$ cat config.mk
export PLATFORM = sky130hd
export DESIGN_NAME = hamming_secded_codec
export DESIGN_NICKNAME = d
export VERILOG_FILES = /design/src/rtl/hamming_pkg.sv /design/src/rtl/hamming_syndrome.sv /design/src/rtl/hamming_secded_codec.sv
export SDC_FILE = /design/constraint.sdc
export NUM_CORES = 1
export LEC_CHECK = 0
export CELL_PAD_IN_SITES_DETAIL_PLACEMENT = 0
export CELL_PAD_IN_SITES_GLOBAL_PLACEMENT = 1
export CORE_MARGIN = 2
export CORE_UTILIZATION = 29
export DETAILED_ROUTE_END_ITERATION = 12
export GPL_TIMING_DRIVEN = 0
export PLACE_DENSITY_LB_ADDON = 0.1
export SLEW_MARGIN = 20
export SYNTH_ARGS = -nofsm -noshare
export SYNTH_HDL_FRONTEND = slang
export SYNTH_SLANG_ARGS = --single-unit
$ cat constraint.sdc
create_clock -name clk -period 2 [get_ports clk]
set_clock_uncertainty 0.2 [all_clocks]
set_input_delay 0.2 -clock clk [delete_from_list [all_inputs] [get_ports clk]]
set_output_delay 0.2 -clock clk [all_outputs]
set_load 0.1 [all_outputs]
$ cat src/rtl/hamming_pkg.sv
// Shared SECDED helpers: parity-count sizing, data-to-position map, mode encoding.
// Pure constants and constant functions; no logic, latency or backpressure of its own.
package hamming_pkg;

    localparam logic MODE_ENC = 1'b0;
    localparam logic MODE_DEC = 1'b1;

    function automatic int calc_p(input int data_w);
        int p;
        p = 0;
        for (int i = 1; i < 16; i++) begin
            if (p == 0 && (1 << i) >= data_w + i + 1) p = i;
        end
        return p;
    endfunction

    // Position 0 counts as a power of two so it is never taken by data.
    function automatic bit is_pow2(input int x);
        return (x & (x - 1)) == 0;
    endfunction

    function automatic int data_pos(input int j);
        int cnt;
        int pos;
        cnt = 0;
        pos = 0;
        for (int i = 3; i < 256; i++) begin
            if (!is_pow2(i)) begin
                if (cnt == j && pos == 0) pos = i;
                cnt++;
            end
        end
        return pos;
    endfunction

    function automatic int data_idx(input int pos);
        int cnt;
        cnt = 0;
        for (int i = 3; i < pos; i++) begin
            if (!is_pow2(i)) cnt++;
        end
        return cnt;
    endfunction

endpackage

$ cat src/rtl/hamming_syndrome.sv
// Hamming syndrome (XOR of indices of set bits 1..CODE_W-1) and overall parity of a word.
// Purely combinational, zero latency; no handshake, never stalls.
module hamming_syndrome #(
    parameter int CODE_W = 8,
    parameter int P      = 3
) (
    input  logic [CODE_W-1:0] i_word,
    output logic [P-1:0]      o_syn,
    output logic              o_par
);

    // Mask of positions whose index has bit k set; position 0 never contributes.
    function automatic logic [CODE_W-1:0] pos_mask(input int k);
        logic [CODE_W-1:0] m;
        m = '0;
        for (int i = 1; i < CODE_W; i++) begin
            if (((i >> k) & 1) != 0) m = m | (CODE_W'(1) << i);
        end
        return m;
    endfunction

    for (genvar k = 0; k < P; k++) begin : g_syn
        assign o_syn[k] = ^(i_word & pos_mask(k));
    end

    assign o_par = ^i_word;

endmodule

$ cat src/rtl/hamming_secded_codec.sv
// Pipelined SECDED encode/decode with per-word mode and saturating error counters; HAMMING_ERRINJ_EN adds encode-side bit injection.
// Latency 2 cycles (stage 1: syndrome/encode, stage 2: correction and flags), 1 word/cycle.
// Global stall: both stages hold while out_valid && !out_ready; in_ready follows the same advance.
module hamming_secded_codec
    import hamming_pkg::*;
#(
    parameter int  DATA_W  = 4,
    parameter int  COUNT_W = 16,
    localparam int P       = calc_p(DATA_W),
    localparam int CODE_W  = DATA_W + P + 1,
    localparam int POS_W   = $clog2(CODE_W)
) (
    input  logic               clk,
    input  logic               rst_n,
    input  logic               in_valid,
    output logic               in_ready,
    input  logic               in_mode,
    input  logic [CODE_W-1:0]  in_word,
`ifdef HAMMING_ERRINJ_EN
    input  logic               in_inj,
    input  logic [POS_W-1:0]   in_inj_pos,
`endif
    output logic               out_valid,
    input  logic               out_ready,
    output logic               out_mode,
    output logic [CODE_W-1:0]  out_code,
    output logic [DATA_W-1:0]  out_data,
    output logic               err_single,
    output logic               err_double,
    output logic [POS_W-1:0]   err_pos,
    input  logic               cnt_clr,
    output logic [COUNT_W-1:0] cnt_single,
    output logic [COUNT_W-1:0] cnt_double
);

    logic              w_advance;
    logic [CODE_W-1:0] w_placed, w_enc, w_syn_in, w_inj_mask;
    logic [P-1:0]      w_syn;
    logic              w_par;

    logic              r1_vld, r1_mode, r1_par;
    logic [CODE_W-1:0] r1_word;
    logic [P-1:0]      r1_syn;
    logic [DATA_W-1:0] r1_data;

    logic              w_dec, w_single, w_double, w_xfer;
    logic [CODE_W-1:0] w_fix, w_corr;
    logic [DATA_W-1:0] w_dat;

    logic               r2_vld, r2_mode, r2_single, r2_double;
    logic [CODE_W-1:0]  r2_code;
    logic [DATA_W-1:0]  r2_data;
    logic [POS_W-1:0]   r2_pos;
    logic [COUNT_W-1:0] r_cnt_single, r_cnt_double;

    assign w_advance = !r2_vld || out_ready;
    assign in_ready  = w_advance;

    // Payload spread into data slots with parity slots zero, so the syndrome of this word is the parity.
    for (genvar pos = 0; pos < CODE_W; pos++) begin : g_place
        if (is_pow2(pos)) begin : g_par_slot
            assign w_placed[pos] = 1'b0;
        end else begin : g_dat_slot
            assign w_placed[pos] = in_word[data_idx(pos)];
        end
    end

    assign w_syn_in = (in_mode == MODE_DEC) ? in_word : w_placed;

    hamming_syndrome #(
        .CODE_W (CODE_W),
        .P      (P)
    ) u_syndrome (
        .i_word (w_syn_in),
        .o_syn  (w_syn),
        .o_par  (w_par)
    );

    for (genvar pos = 0; pos < CODE_W; pos++) begin : g_enc
        if (pos == 0) begin : g_overall
            assign w_enc[pos] = w_par ^ (^w_syn);
        end else if (is_pow2(pos)) begin : g_parity
            assign w_enc[pos] = w_syn[$clog2(pos)];
        end else begin : g_data
            assign w_enc[pos] = w_placed[pos];
        end
    end

`ifdef HAMMING_ERRINJ_EN
    assign w_inj_mask = in_inj ? (CODE_W'(1) << in_inj_pos) : '0;
`else
    assign w_inj_mask = '0;
`endif

    always_ff @(posedge clk or negedge rst_n) begin
        if (!rst_n) begin
            r1_vld  <= 1'b0;
            r1_mode <= 1'b0;
            r1_par  <= 1'b0;
            r1_syn  <= '0;
            r1_word <= '0;
            r1_data <= '0;
        end else if (w_advance) begin
            r1_vld  <= in_valid;
            r1_mode <= in_mode;
            r1_par  <= w_par;
            r1_syn  <= w_syn;
            r1_word <= (in_mode == MODE_DEC) ? in_word : (w_enc ^ w_inj_mask);
            r1_data <= in_word[DATA_W-1:0];
        end
    end

    // Odd overall parity means one flipped bit at index s (s == 0 is the overall parity bit itself).
    assign w_dec    = (r1_mode == MODE_DEC);
    assign w_single = w_dec && r1_par;
    assign w_double = w_dec && !r1_par && (r1_syn != '0);
    assign w_fix    = w_single ? (CODE_W'(1) << r1_syn) : '0;
    assign w_corr   = r1_word ^ w_fix;

    for (genvar g = 0; g < DATA_W; g++) begin : g_extract
        assign w_dat[g] = w_corr[data_pos(g)];
    end

    always_ff @(posedge clk or negedge rst_n) begin
        if (!rst_n) begin
            r2_vld    <= 1'b0;
            r2_mode   <= 1'b0;
            r2_code   <= '0;
            r2_data   <= '0;
            r2_single <= 1'b0;
            r2_double <= 1'b0;
            r2_pos    <= '0;
        end else if (w_advance) begin
            r2_vld    <= r1_vld;
            r2_mode   <= r1_mode;
            r2_code   <= w_corr;
            r2_data   <= w_dec ? w_dat : r1_data;
            r2_single <= r1_vld && w_single;
            r2_double <= r1_vld && w_double;
            r2_pos    <= (r1_vld && w_single) ? POS_W'(r1_syn) : '0;
        end
    end

    assign w_xfer = r2_vld && out_ready && (r2_mode == MODE_DEC);

    always_ff @(posedge clk or negedge rst_n) begin
        if (!rst_n) begin
            r_cnt_single <= '0;
            r_cnt_double <= '0;
        end else if (cnt_clr) begin
            r_cnt_single <= '0;
            r_cnt_double <= '0;
        end else begin
            if (w_xfer && r2_single && r_cnt_single != '1) r_cnt_single <= r_cnt_single + COUNT_W'(1);
            if (w_xfer && r2_double && r_cnt_double != '1) r_cnt_double <= r_cnt_double + COUNT_W'(1);
        end
    end

    assign out_valid  = r2_vld;
    assign out_mode   = r2_mode;
    assign out_code   = r2_code;
    assign out_data   = r2_data;
    assign err_single = r2_single;
    assign err_double = r2_double;
    assign err_pos    = r2_pos;
    assign cnt_single = r_cnt_single;
    assign cnt_double = r_cnt_double;

endmodule

# After elaboration in Yosys (flattened, before gate mapping)
# Cells that the tools add are included.
# W data, S select, Z words.
# classes
addsub	2
n_eq_ne	2
shifts	1
mux	9
bitwise	2
n_reduce_logical	22
# op_table
cell	n
$mux W16	4
$add A16 B1 Y16 const B	2
$ne A16 B16 Y1 const B	2
$reduce_xor A8 Y1	4
$mux W8	3
$logic_and A1 B1 Y1	11
$shl A1 B3 Y8 const A	1
$xor A8 B8 Y8	1
$mux W4	1
$reduce_bool A2 Y1	2
$mux W3	1
$reduce_bool A3 Y1	1
$reduce_xor A3 Y1	1
$logic_not A1 Y1	2
$logic_or A1 B1 Y1	1
$xor A1 B1 Y1	1
# word_totals
ff_bits	69
input_bits	14
out_inout_bits	52
wordCells	53

# Logic depth before layout (Yosys ltp)
# logic_depth
depth_word	6
depth_mapped	6
mapped_depth_nobuf	6

# By module
# From an unflattened synthesis, not the netlist that was laid out.
# hier_totals
hier_cells	399
area_unflattened_um2	3656.0
# by_module_without_submodules
module	n_inst	cells_each	area_per_inst_um2	seq_area_each_um2
hamming_secded_codec	1	388	3552.2	1726.7
hamming_syndrome	1	11	103.8	0.0

# Least setup slack after synthesis
# No wires, ideal clock.
# synth_path
kind	reg-to-reg
from	register r2_vld (netlist: out_valid)
to	register r2_code[3] (netlist: out_code[3])
setup_time_ns	0.187
t_arrival_ns	2.379
t_required_ns	1.613
setup_slack_ns	-0.766
path_stages_with_launch	5
path_buffers	1
period_less_slack_ns	2.766
path_cell_list	dfrtp_1 -> nor2b_1 -> inv_1 -> clkbuf_1 -> a21oi_1
# synth_via
elab_chain_cells	2
# synth_rtl
element	line	source
from (decl)	hamming_secded_codec.sv:50	logic r2_vld, r2_mode, r2_single, r2_double;
from (signal assigned)	hamming_secded_codec.sv:134	r2_vld <= r1_vld;
$logic_not A1 Y1	hamming_secded_codec.sv:56	assign w_advance = !r2_vld || out_ready;
$logic_or A1 B1 Y1	hamming_secded_codec.sv:56	
net in_ready	hamming_secded_codec.sv:16	output logic in_ready,
to (signal assigned)	hamming_secded_codec.sv:136	r2_code <= w_corr;
to (decl)	hamming_secded_codec.sv:51	logic [CODE_W-1:0] r2_code;
# The timed path passes the listed nets, and every way through them passes these cells.
# A chain may end at the register's enable or synchronous reset.

# Worst setup path after layout
# layout_path
from	register r_cnt_double[9] (netlist: cnt_double[9])
to	output cnt_double[9]
# layout_lines
element	line	source
from (decl)	hamming_secded_codec.sv:54	logic [COUNT_W-1:0] r_cnt_single, r_cnt_double;
from (signal assigned)	hamming_secded_codec.sv:155	if (w_xfer && r2_double && r_cnt_double != '1) r_cnt_double <= r_cnt_double + COUNT_W'(1);
to (decl)	hamming_secded_codec.sv:33	output logic [COUNT_W-1:0] cnt_double
# No word-level cell between the ends.

==> metrics.cfg <==
[critical_path]
slowest_delay_ps = 830
startpoint_type = register
crit_required_ps = 1600
crit_path_end_kind = output pin
cp_max_fo = 4
r2r-end = cnt_single[6]
crit_chain = clkdlybuf4s15_1
ff2ff_setup_slack_ps = 100
r2r-start = cnt_single[7]
cp_data_arrival_time_ps = 1570
r2r_cells = 5
critical-path-top-delay-family = buffers and inverters
cp_slowest_cell = clkdlybuf4s15_1
path_class = reg -> out
timing.critical_path.buf_inv = 1

[synth]
ys.flop_type = dfrtp_1
ys_seq_elements = 69
synth-edff-count = 0
ys_warn_count = 0
syn-num-nets = 400
synth_cell_types = 51
syn_avg_cell_area_um2 = 9.446
seq_area_frac_synth_pct = 47.60
syn_inst = 384
async_flop_share_pct = 100.0
synth_area_mm2 = 0.003627

[layout]
final_util_pct = 41.29
seq_area_mm2 = 0.001822
drive_gt1_share_pct = 25.11
fin_nets = 477
antenna_cells = 0
multiInputGateArea_mm2 = 0.001854
area_growth_pct = 37.88
nFillCells = 1256
final_area_mm2 = 0.005001

[clock_tree]
cts_num_sinks = 69
cts_tree = built
clk_path_buf_depth = 2
cts_inserted_buffers = 9
h-tree-depth = 3
clk_latency_ps = 340
clkSlewWorstSetupHoldPaths_ps = 60
clock-root-buffer = clkbuf_16

[hold_path]
hold_class = in -> reg
hold_start = in_word[0]
hold_end = r1_data[0]
min_path_cells = 3

[timing]
timing_hold_violations_final = 0
worstMarginPinSlew_ps = 968.7
hold_ws_ps = 29.65
slew_headroom_pct = 35.67
period_needed_ps = 1965
rsz0062_at_grt = no
max_freq_mhz = 508.8
fin_crit_sh_pct = 98.26
drv_slew = 0
finalSetupViolCount = 0

[routing]
dr_total_vias = 3007
first_iter_violations = 110
drt-vias-per-instance = 4.743
postRouteAntennaNets = 0
drc = 0
wl_per_cell_um = 14.51
drt-pass1-iter-count = 4
routed_wl_um = 9201

[outcome]
status = complete, no violations

[power_and_ir_drop]
ir_drop_mv = 0.4603
powerDensity_mw_per_mm2 = 939.8
p_leak_nw = 1.959

[run]
cap_violations = 0

[global_routing]
grt_util_all_layers_pct = 14.66
grt-ovfl-total = 0
grt_pass1_vias = 2931
antenna_found_initial = 0
grt_max_degree = 39
grt_pass1_wl_um = 15040

[die]
io_pins = 66
die-area_mm2 = 0.01342
initial_core_util_pct = 29.95
die_y_um = 115.8
die-width_um = 115.8
coreArea_mm2 = 0.01211
num_rows = 40

[place]
placed_cell_area_mm2 = 0.004592
dp_hpwl_um = 6737
io_buffers = 61
gp_congestion = 0.7731

==> registers in the layout, indices dropped and copies added, names as in the netlist <==
register / cells
cnt_single: 16
out_data: 4
out_valid: 1
r1_mode: 1
r1_vld: 1
out_code: 8
r1_par: 1
err_pos: 3
r1_data: 4
cnt_double: 16
r1_syn: 3
r1_word: 8
err_single: 1
out_mode: 1
err_double: 1
==> cell usage after synthesis (all sizes together), types with 2 or more instances <==
cell type	instances	share of area, %
nand2b	3	0.52
a21o	4	0.83
o41ai	2	0.48
a211oi	3	0.90
nand2	55	5.7
xor2	15	3.6
inv	5	0.52
nor3	9	1.4
nand3	13	2.1
nor2	45	4.7
dfrtp	69	48
o21a	2	0.41
mux2i	6	1.7
o211ai	6	1.2
ha	2	0.69
a21oi	18	2.6
nand4	12	3.1
o21ai	29	4.3
and3	9	1.7
and4	4	1.0
or3	4	0.83
buf	8	1.1
xnor2	30	7.5
nor4	4	1.4
nand3b	2	0.41
clkbuf	11	1.1
or2	2	0.35
and2	4	0.69
==> what timing repair did <==
action                                  CTS  global route
resized for setup                       126            15
hold endpoints to repair                 42             0
pin swaps                                 0             2
hold buffers                              3             0
endpoints found under the setup margin   52            16
setup buffers                             0             1
==> layout by cell type, fill, tap and decap left out, types with 6 or more instances in the layout <==
cell             Yosys  final
dlygate4sd2_1        0     11
clkdlybuf4s15_1      0      8
xor2_1              15     15
dfrtp_4              0     20
mux2i_1              6      6
clkdlybuf4s50_1      0      8
dfrtp_2              0     16
xnor2_1             29     29
clkbuf_16            0      9
nand3_1             12     12
o211ai_1             6      6
and3_1               8      8
clkdlybuf4s15_2      0     25
nand4_1              9      9
nor3_1               8      8
clkbuf_1            11     10
nor2_1              45     45
clkbuf_2             0      8
o21ai_0             26     26
nand2_1             55     55
dfrtp_1             69     33
a21oi_1             17     16
==> report_power, final <==
| part | switching (mW) | leakage [nW] | total, mW | internal [mW] |
|---|---|---|---|---|
| sequential | 0.122 | 0.833 | 1.67 | 1.55 |
| combinational | 0.919 | 0.963 | 1.20 | 0.277 |
| clock | 0.618 | 0.163 | 1.84 | 1.22 |
==> area by class of cell <==
| cell class | count | share of cell area (%) |
|---|---|---|
| sequential | 69 | 36.43 |
| clock inverter | 6 | 2.227 |
| timing repair buffer | 66 | 13.16 |
| clock buffer | 10 | 4.578 |
| tap | 168 | 4.203 |
| buffer | 19 | 1.901 |
| multi-input combinational | 291 | 37.08 |
| inverter | 5 | 0.4253 |
==> metrics by stage <==
stage	power, mW	setup TNS (ps)	std cells	setup WS, ps
global route	4.900	0	634	2.393
detailed placement	2.945	-6953	614	-1027
global placement	2.933	-165180	613	-2586
floorplan	2.590	0	384	1.151
CTS	4.766	0	633	0.4807
finish	4.700	0	634	34.78
==> per-layer routing <==
layer / GRT usage, % / vias to the layer above / routed length [µm]
li1: - / 1483 / -
met1: 18.26 / 1469 / 4219
met2: 24.05 / 44 / 4481
met3: 4.236 / 11 / 389
met4: 5.794 / 0 / 111
met5: 0 / - / 0
==> worst max-delay path by stage <==
stage          cells after the start  slack (ps)           start             end
2_1_floorplan                      5           1   cnt_double[0]   cnt_double[6]
3_3_place_gp                       1       -2590           rst_n       out_valid
3_5_place_dp                       5       -1030       out_ready        in_ready
4_1_cts                            1         0.5  cnt_double[15]  cnt_double[15]
5_1_grt                            1           2     out_data[2]     out_data[2]
6_report                           1          30   cnt_double[9]   cnt_double[9]
==> logic make-up (layout without fill, tap and decap cells) <==
group	Yosys count	after routing	synth area share (%)
AND/OR/NAND/NOR	169	169	24.42
adder cells (fa/ha/maj)	2	2	0.6898
XOR/XNOR	45	45	11.07
multiplexers	6	6	1.656
AO/OA/AOI/OAI	69	69	11.83
flip-flops	69	69	47.60
buffers and inverters	24	106	2.725
Power figures use the tool's default switching activity.
